<file path="config.mk">
export PLATFORM = sky130hd
export DESIGN_NAME = dbg_case_ctrl_flat
export DESIGN_NICKNAME = d
export VERILOG_FILES = /design/src/rtl/dbg_link_if.sv /design/src/rtl/dbg_case_ctrl.sv /design/src/flat_wrapper.sv
export SDC_FILE = /design/constraint.sdc
export NUM_CORES = 1
export LEC_CHECK = 0
export BUFFER_PORTS_ARGS = -buffer_cell sky130_fd_sc_hd__buf_4
export CAP_MARGIN = 10
export CORE_MARGIN = 2
export CORE_UTILIZATION = 35
export CTS_BUF_LIST = sky130_fd_sc_hd__clkbuf_8
export CTS_CLUSTER_DIAMETER = 60
export DETAILED_ROUTE_END_ITERATION = 8
export SKIP_LAST_GASP = 1
export SYNTH_ARGS = -nofsm -noshare
export SYNTH_HDL_FRONTEND = slang
export SYNTH_SLANG_ARGS = --single-unit
</file>
<file path="constraint.sdc">
create_clock -name i_clk -period 5.2 [get_ports i_clk]
set_input_delay 1.04 -clock i_clk [delete_from_list [all_inputs] [get_ports i_clk]]
set_output_delay 1.04 -clock i_clk [all_outputs]
set_load 0.01 [all_outputs]
</file>
<file path="src/rtl/dbg_link_if.sv">
// Debug-link bundle between the case controller and its NUM_CHNL debug links:
// the broadcast case value, per-channel request/acknowledge and the display/LED
// data each link returns.
interface dbg_link_if #(
    parameter int NUM_CHNL = 2,
    parameter int DIG_SZ   = 4,
    parameter int NUM_DIGS = 2,
    parameter int LED_SZ   = 4
);
    localparam int CSZ = NUM_DIGS * DIG_SZ;

    logic [CSZ-1:0]             o_case;
    logic [NUM_CHNL-1:0]        o_doit;
    logic [NUM_CHNL-1:0]        i_done;
    logic [NUM_CHNL*DIG_SZ-1:0] i_disp0;
    logic [NUM_CHNL*DIG_SZ-1:0] i_disp1;
    logic [NUM_CHNL*LED_SZ-1:0] i_leds;

    // Controller side
    modport master (
        output o_case, o_doit,
        input  i_done, i_disp0, i_disp1, i_leds
    );

    // Debug-link side
    modport slave (
        input  o_case, o_doit,
        output i_done, i_disp0, i_disp1, i_leds
    );
endinterface

</file>
<file path="src/rtl/dbg_case_ctrl.sv">
// Debug-case controller: three debounced switches edit a multi-digit case
// value, a chord of inc+nxt commits it to every debug link with a doit
// request, acknowledges are collected under a timeout, and one channel's
// returned display/LED data is then muxed onto the board outputs.
module dbg_case_ctrl #(
    parameter int NUM_CHNL = 2,
    parameter int DIG_SZ   = 4,
    parameter int NUM_DIGS = 2,
    parameter int LED_SZ   = 4,
    parameter int TMO_CYC  = 1024,
    parameter int TEST_NUM = 7
) (
    input  logic              i_clk,
    input  logic              reset,
    input  logic              i_sw_inc,
    input  logic              i_sw_nxt,
    input  logic              i_sw_chn,
    dbg_link_if.master        link,
    output logic [DIG_SZ-1:0] o_disp0,
    output logic [DIG_SZ-1:0] o_disp1,
    output logic [LED_SZ-1:0] o_leds,
    output logic              o_err
);
    localparam int CSZ   = NUM_DIGS * DIG_SZ;
    localparam int PTR_W = (NUM_DIGS > 1) ? $clog2(NUM_DIGS) : 1;
    localparam int CHN_W = (NUM_CHNL > 1) ? $clog2(NUM_CHNL) : 1;
    localparam int CNT_W = $clog2(TMO_CYC);

    typedef enum logic [2:0] {
        ST_IDLE,
        ST_SELECT,
        ST_ISSUE,
        ST_WAIT,
        ST_SHOW
    } state_t;

    state_t              state_q;
    logic                inc_q, nxt_q, chn_sw_q;
    logic                both_q, both_d;
    logic [CSZ-1:0]      buf_q, buf_d;
    logic [PTR_W-1:0]    ptr_q, ptr_d;
    logic [CHN_W-1:0]    chn_q, chn_d;
    logic [CSZ-1:0]      case_q;
    logic [NUM_CHNL-1:0] doit_q;
    logic                err_q;
    logic [CNT_W-1:0]    cnt_q;
    logic [DIG_SZ-1:0]   disp0_q, disp1_q;
    logic [LED_SZ-1:0]   leds_q;

    logic                rel_inc, rel_nxt, rel_chn;
    logic                act_inc, act_nxt, act_commit;
    logic                edit_ok, edit_go;
    logic [NUM_CHNL-1:0] doit_n;
    logic [DIG_SZ-1:0]   sel_d0, sel_d1, chn_d0, chn_d1;
    logic [LED_SZ-1:0]   chn_led;

    // A release is the registered level high while the live level is low.
    // A release with the other switch registered high (held, or released in
    // the same cycle) is a commit chord; otherwise it is a single edit.
    assign rel_inc    = inc_q & ~i_sw_inc;
    assign rel_nxt    = nxt_q & ~i_sw_nxt;
    assign rel_chn    = chn_sw_q & ~i_sw_chn;
    assign act_commit = (rel_inc & nxt_q) | (rel_nxt & inc_q);
    assign act_inc    = rel_inc & ~nxt_q;
    assign act_nxt    = rel_nxt & ~inc_q;
    assign edit_ok    = (state_q == ST_IDLE) || (state_q == ST_SELECT) || (state_q == ST_SHOW);

    // Acks only count against requests still outstanding.
    assign doit_n  = doit_q & ~link.i_done;
    assign chn_d0  = link.i_disp0[chn_q*DIG_SZ +: DIG_SZ];
    assign chn_d1  = link.i_disp1[chn_q*DIG_SZ +: DIG_SZ];
    assign chn_led = link.i_leds[chn_q*LED_SZ +: LED_SZ];

    // Next edit buffer, digit pointer, chord flag and shown channel.
    // The second release of a chord only clears the flag, so finishing a
    // commit never also edits a digit.
    always_comb begin
        buf_d   = buf_q;
        ptr_d   = ptr_q;
        both_d  = both_q;
        chn_d   = chn_q;
        edit_go = (act_inc | act_nxt) & ~both_q & edit_ok;
        if (act_commit) begin
            both_d = 1'b1;
        end else if (act_inc | act_nxt) begin
            both_d = 1'b0;
        end
        if (edit_go && act_inc) begin
            buf_d[ptr_q*DIG_SZ +: DIG_SZ] = buf_q[ptr_q*DIG_SZ +: DIG_SZ] + DIG_SZ'(1);
        end
        if (edit_go && act_nxt) begin
            ptr_d = (ptr_q == PTR_W'(NUM_DIGS - 1)) ? '0 : ptr_q + PTR_W'(1);
        end
        if (rel_chn) begin
            chn_d = (chn_q == CHN_W'(NUM_CHNL - 1)) ? '0 : chn_q + CHN_W'(1);
        end
        sel_d0 = buf_d[ptr_d*DIG_SZ +: DIG_SZ];
        sel_d1 = DIG_SZ'(ptr_d);
    end

    // Control FSM with registered request, error and display outputs.
    always_ff @(posedge i_clk or negedge reset) begin
        if (!reset) begin
            state_q  <= ST_IDLE;
            inc_q    <= 1'b0;
            nxt_q    <= 1'b0;
            chn_sw_q <= 1'b0;
            both_q   <= 1'b0;
            buf_q    <= '0;
            ptr_q    <= '0;
            chn_q    <= '0;
            case_q   <= '0;
            doit_q   <= '0;
            err_q    <= 1'b0;
            cnt_q    <= '0;
            disp0_q  <= DIG_SZ'(TEST_NUM);
            disp1_q  <= DIG_SZ'(TEST_NUM);
            leds_q   <= '0;
        end else begin
            inc_q    <= i_sw_inc;
            nxt_q    <= i_sw_nxt;
            chn_sw_q <= i_sw_chn;
            both_q   <= both_d;
            buf_q    <= buf_d;
            ptr_q    <= ptr_d;
            chn_q    <= chn_d;
            case (state_q)
                ST_IDLE: begin
                    if (edit_go) begin
                        state_q <= ST_SELECT;
                        disp0_q <= sel_d0;
                        disp1_q <= sel_d1;
                        leds_q  <= '0;
                    end
                end
                ST_SELECT: begin
                    disp0_q <= sel_d0;
                    disp1_q <= sel_d1;
                    leds_q  <= '0;
                    if (act_commit) begin
                        state_q <= ST_ISSUE;
                    end
                end
                ST_ISSUE: begin
                    case_q  <= buf_q;
                    doit_q  <= '1;
                    err_q   <= 1'b0;
                    cnt_q   <= '0;
                    state_q <= ST_WAIT;
                end
                ST_WAIT: begin
                    doit_q <= doit_n;
                    if (doit_n == '0) begin
                        state_q <= ST_SHOW;
                    end else if (cnt_q == CNT_W'(TMO_CYC - 1)) begin
                        doit_q  <= '0;
                        err_q   <= 1'b1;
                        state_q <= ST_SHOW;
                    end else begin
                        cnt_q <= cnt_q + CNT_W'(1);
                    end
                end
                ST_SHOW: begin
                    disp0_q <= chn_d0;
                    disp1_q <= chn_d1;
                    leds_q  <= chn_led;
                    if (act_commit) begin
                        state_q <= ST_ISSUE;
                    end else if (edit_go) begin
                        state_q <= ST_SELECT;
                        disp0_q <= sel_d0;
                        disp1_q <= sel_d1;
                        leds_q  <= '0;
                    end
                end
                default: state_q <= ST_IDLE;
            endcase
        end
    end

    assign link.o_case = case_q;
    assign link.o_doit = doit_q;
    assign o_disp0     = disp0_q;
    assign o_disp1     = disp1_q;
    assign o_leds      = leds_q;
    assign o_err       = err_q;
endmodule
</file>
<file path="src/flat_wrapper.sv">
// flat-port wrapper written by rule: the top's interface ports become plain ports
module dbg_case_ctrl_flat 
#(
    parameter int NUM_CHNL = 2,
    parameter int DIG_SZ   = 4,
    parameter int NUM_DIGS = 2,
    parameter int LED_SZ   = 4,
    parameter int TMO_CYC  = 1024,
    parameter int TEST_NUM = 7
)
  (i_clk, reset, i_sw_inc, i_sw_nxt, i_sw_chn, o_disp0, o_disp1, o_leds, o_err, link_o_case, link_o_doit, link_i_done, link_i_disp0, link_i_disp1, link_i_leds);
  dbg_link_if #(.NUM_CHNL(NUM_CHNL), .DIG_SZ(DIG_SZ), .NUM_DIGS(NUM_DIGS), .LED_SZ(LED_SZ)) link_i ();
  input  logic i_clk;
  input  logic reset;
  input  logic i_sw_inc;
  input  logic i_sw_nxt;
  input  logic i_sw_chn;
  output logic [DIG_SZ-1:0] o_disp0;
  output logic [DIG_SZ-1:0] o_disp1;
  output logic [LED_SZ-1:0] o_leds;
  output logic o_err;
  output wire logic [$bits(link_i.o_case)-1:0] link_o_case;
  output wire logic [$bits(link_i.o_doit)-1:0] link_o_doit;
  input wire logic [$bits(link_i.i_done)-1:0] link_i_done;
  input wire logic [$bits(link_i.i_disp0)-1:0] link_i_disp0;
  input wire logic [$bits(link_i.i_disp1)-1:0] link_i_disp1;
  input wire logic [$bits(link_i.i_leds)-1:0] link_i_leds;
  assign link_o_case = link_i.o_case;
  assign link_o_doit = link_i.o_doit;
  assign link_i.i_done = link_i_done;
  assign link_i.i_disp0 = link_i_disp0;
  assign link_i.i_disp1 = link_i_disp1;
  assign link_i.i_leds = link_i_leds;
  dbg_case_ctrl #(.NUM_CHNL(NUM_CHNL), .DIG_SZ(DIG_SZ), .NUM_DIGS(NUM_DIGS), .LED_SZ(LED_SZ), .TMO_CYC(TMO_CYC), .TEST_NUM(TEST_NUM)) u_core (.i_clk(i_clk), .reset(reset), .i_sw_inc(i_sw_inc), .i_sw_nxt(i_sw_nxt), .i_sw_chn(i_sw_chn), .link(link_i), .o_disp0(o_disp0), .o_disp1(o_disp1), .o_leds(o_leds), .o_err(o_err));
endmodule
</file>
==> impl_metrics.csv <==
group,metric,value,unit
outcome,status,"complete, no violations",
detailed_routing,detailedRoute.firstIterationViolations,104,
timing,skew,0.00907,ns
placement,buffer_ports.inserted,53,
synth,synthTopCellsByArea,"sky130_fd_sc_hd__dfrtp_1 (43%), sky130_fd_sc_hd__mux2_2 (7.1%), sky130_fd_sc_hd__dfstp_2 (6.2%)",
synth,synthDistinctLibCells,48,
global_route,leftover_overflow_at_the_end_of_global_routing,0,
setup_path,timing.critical_path.buf_inv,1,
synth,yosys.area.top_type_share,0.432,
placement,post-dp-hpwl,4170,um
die,core,7140,um^2
detailed_routing,postRouteWirelength,5620,um
timing,max-slew-margin-rel,0.353,
detailed_routing,drc,0,
setup_path,capture_point_of_the_worst_reg_to_reg_path,"u_core.link.o_case[2]$_DFFE_PN0P_",
synth,mappedNetlistNets,276,
placement,placement.setup.worst_slack,2.43,ns
cts,cts_tree,"yes",
min_path,worstHoldEndpoint,"u_core.o_disp1[0]$_DFFE_PN1P_",
cts,hold_buffers,0,
cts,cts-root-buf,"sky130_fd_sc_hd__clkbuf_8",
layout,stdcell_area,3120,um^2
cts,cts-htree-levels,2,
die,io-pin-count,54,
die,die-area,7980,um^2
die,number_of_core_rows,31,
global_route,groute.usage.overall,0.156,
min_path,min_from,"u_core.o_disp1[0]$_DFFE_PN1P_",
cts,cts-root-to-sink-buffers,2,
placement,placed_cells_incl_taps,387,
cts,cts_buf_count,5,
cts,clock_latency,0.30,ns
setup_path,end_kind,"register",
setup_path,setup.reg_to_reg.worst_slack,2.90,ns
layout,layout-drive-gt1-share,0.314,
synth,postSynth.topFlopCell,"sky130_fd_sc_hd__dfrtp_1",
setup_path,critical_path_class,"input pin to register",
placement,postPlaceCellArea,3040,um^2
detailed_routing,postRouteAntennaNets,0,
setup_path,r2r_worst_path_depth,4,
timing,rsz0062_at_grt,"false",
min_path,worstHoldPathCells,2,
timing,fin_worst_hold_slack,0.482,ns
timing,final.setup.worst_slack,2.72,ns
die,die_w,89.3,um
synth,ys_async_sr_fraction,1.00,
global_route,antenna_found_initial,0,
timing,fin_setup_tns,0,ns
placement,routabilityCongestion,0.809,
synth,postSynthRegisterBits,50,
layout,syn_to_final_growth,22.6,%
min_path,holdCritPathClass,"register to register",
setup_path,wp_data_arrival,2.72,ns
global_route,grt_start_max_net_pins,51,
timing,timing.final.crit_share,0.477,
setup_path,timing.critical_path.max_delay_family,"simple AND/OR/NAND/NOR gates",
power_and_ir_drop,peakVddDrop,0.000204,V
detailed_routing,avgViaCountPerCell,5.10,
power_and_ir_drop,power_density,474,nW/um^2
power_and_ir_drop,power.static_leakage,1.47,nW
global_route,first_global_vias,1968,
setup_path,cp_data_required_time,5.44,ns
synth,mean_area_per_synthesized_cell,10.5,um^2
setup_path,crit_path_cell_trace,"buf_4, or4b_2, and3_1, a21oi_2, a221oi_1, a22o_1",
synth,yosysWarnings,0,
setup_path,cp-start-kind,"input pin",
timing,finalWorstPathRequiredPeriod,2.48,ns
global_route,first_pass_grt_wire_length,9560,um
timing,maxSlewViolCount,0,
layout,antenna-diode-count,0,
timing,timing_hold_violations_final,0,
cts,cts_resized,0,
detailed_routing,vias_post_dr,2013,
synth,synth-edff-count,0,
die,floorplan.initialDensity,0.357,
synth,synth.cell_area,2550,um^2
cts,cts.reportedPaths.clkPinSlew,0.09,ns
detailed_routing,detail_route.first_pass.iterations,4,
setup_path,timing.critical_path.slowest_cell_delay,0.69,ns
synth,synth_cells,243,
timing,max_clock_freq,403,MHz
setup_path,rr_startpoint,"u_core.state_q[2]$_DFFE_PN0P_",
cts,cts_setup_buffers,0,
timing,setup_viol,0,
layout,finalNetCount,328,
synth,synth_area_leader_cell,"sky130_fd_sc_hd__dfrtp_1",
layout,layout.cells.non_filler,395,
job,cap_viol_max_count,0,
cts,cts_num_sinks,50,
detailed_routing,routed_wire_length_per_instance,14.2,um
die,die_h,89.3,um
setup_path,critical-path-slowest-cell,"sky130_fd_sc_hd__or4b_2",
synth,synth_sequential_area_ratio,0.494,
timing,transition_time_at_the_pin_with_the_least_slew_margin,0.967,ns
layout,layout.filler_cells,742,
setup_path,worstPathMaxFanout,5,
[area by class of cell]
class,count,area (um^2),share of cell area
Timing Repair Buffer,53,398,0.127
Clock inverter,3,17.5,0.00561
Clock buffer,5,68.8,0.0220
Sequential cell,50,1260,0.403
Tap cell,99,124,0.0396
Multi-Input combinational cell,177,1230,0.393
Inverter,8,30.0,0.00961
[cells by family (layout without fill, tap and decap cells)]
logic type,count (synthesis),after routing,share of synthesized area
simple gates,88,88,0.189
buf+inv,16,69,0.0245
flops,50,50,0.494
compound gates,53,53,0.146
xor+xnor,9,9,0.0309
mux,25,25,0.106
fa+ha+maj,2,2,0.00982
[sequential cells by signal (all words and copies together), names as in the netlist]
name and flops:
u_core.cnt_q 10, u_core.buf_q 8, u_core.link.o_case 8, u_core.o_disp0 4, u_core.o_disp1 4, u_core.o_leds 4
u_core.state_q 3, u_core.link.o_doit 2, u_core.both_q 1, u_core.chn_q 1, u_core.chn_sw_q 1, u_core.inc_q 1
u_core.nxt_q 1, u_core.o_err 1, u_core.ptr_q 1
[report_power, final]
group	internal (mW)	leakage (nW)	total, mW	switching (mW)
Sequential	0.518	0.632	0.663	0.145
Combinational	0.303	0.784	0.594	0.291
Clock	0.0933	0.0493	0.225	0.132
Total	0.915	1.47	1.48	0.567
[cell usage in the layout, fill, tap and decap left out, drive strengths merged, types with 2 or more instances in the layout]
cell / synthesis / layout
clkinv: 0 / 2
clkbuf: 5 / 5
nand3: 13 / 13
a31oi: 2 / 2
or4: 2 / 2
a21o: 4 / 4
a21oi: 8 / 8
nand4: 2 / 2
dfrtp: 44 / 44
mux2: 16 / 16
inv: 8 / 9
nor4: 3 / 3
nor2: 8 / 8
or4b: 2 / 2
nor2b: 3 / 3
buf: 3 / 53
nand2b: 9 / 9
nor3b: 3 / 3
mux2i: 9 / 9
a211o: 3 / 3
and3: 4 / 4
dfstp: 6 / 6
a22o: 6 / 6
or3: 2 / 2
ha: 2 / 2
xor2: 5 / 5
nor3: 5 / 5
a211oi: 2 / 2
xnor2: 4 / 4
o21ai: 17 / 17
nand2: 25 / 25
a221oi: 4 / 4
nand3b: 2 / 2
o211ai: 3 / 3
or3b: 3 / 3
[cells in the mapped netlist (2+ instances only)]
master and number:
sky130_fd_sc_hd__dfrtp_1 44, sky130_fd_sc_hd__nand4_1 2, sky130_fd_sc_hd__nand2b_1 9, sky130_fd_sc_hd__nor3_1 5, sky130_fd_sc_hd__or3b_2 2, sky130_fd_sc_hd__a21oi_1 7
sky130_fd_sc_hd__mux2i_1 9, sky130_fd_sc_hd__nand2_1 25, sky130_fd_sc_hd__inv_1 8, sky130_fd_sc_hd__clkbuf_1 5, sky130_fd_sc_hd__nand3_1 13, sky130_fd_sc_hd__xor2_1 5
sky130_fd_sc_hd__o211ai_1 3, sky130_fd_sc_hd__a221oi_1 3, sky130_fd_sc_hd__a21o_1 4, sky130_fd_sc_hd__a31oi_1 2, sky130_fd_sc_hd__and3_1 4, sky130_fd_sc_hd__nor3b_1 3
sky130_fd_sc_hd__nand3b_1 2, sky130_fd_sc_hd__ha_1 2, sky130_fd_sc_hd__a211o_1 3, sky130_fd_sc_hd__xnor2_1 4, sky130_fd_sc_hd__nor2b_1 3, sky130_fd_sc_hd__a22o_1 6
sky130_fd_sc_hd__dfstp_2 6, sky130_fd_sc_hd__or3_1 2, sky130_fd_sc_hd__or4b_2 2, sky130_fd_sc_hd__nor4_1 2, sky130_fd_sc_hd__mux2_2 16, sky130_fd_sc_hd__buf_2 2
sky130_fd_sc_hd__o21ai_0 16, sky130_fd_sc_hd__nor2_1 8
[per-stage QoR]
step / power (mW) / utilization
finish: 1.48 / 0.438
global route: 1.61 / 0.438
CTS: 1.50 / 0.438
detailed placement: 1.27 / 0.426
global placement: 1.26 / 0.426
floorplan: 1.05 / -
[how the worst max path moves through the flow]
stage,from,endpoint,slack [ns],cells after the start
after global placement,i_sw_inc,u_core.o_disp0[1]$_DFFE_PN1P_,2.45,6
after global routing,link_i_done[0],u_core.cnt_q[5]$_DFFE_PN0P_,2.61,6
after detailed placement,i_sw_inc,u_core.o_disp0[1]$_DFFE_PN1P_,2.43,6
after CTS,i_sw_inc,u_core.o_disp0[1]$_DFFE_PN1P_,2.76,6
after floorplan,i_sw_inc,u_core.o_disp0[1]$_DFFE_PN1P_,2.68,5
final,i_sw_inc,u_core.o_disp0[1]$_DFFE_PN1P_,2.72,6
[routing by layer]
metal | track usage | vias up | wire (um)
met1 | 0.213 | 966 | 2610
met4 | 0.0461 | 0 | 57
met3 | 0.0443 | 5 | 343
li1 | - | 981 | -
met5 | 0 | - | 0
met2 | 0.242 | 61 | 2610
[worst min-delay path, stage by stage (launching register included)]
cell and delay [ns]:
sky130_fd_sc_hd__dfstp_2 0.38, sky130_fd_sc_hd__nand2_1 0.05, sky130_fd_sc_hd__o31ai_1 0.06
Power figures use the tool's default switching activity.
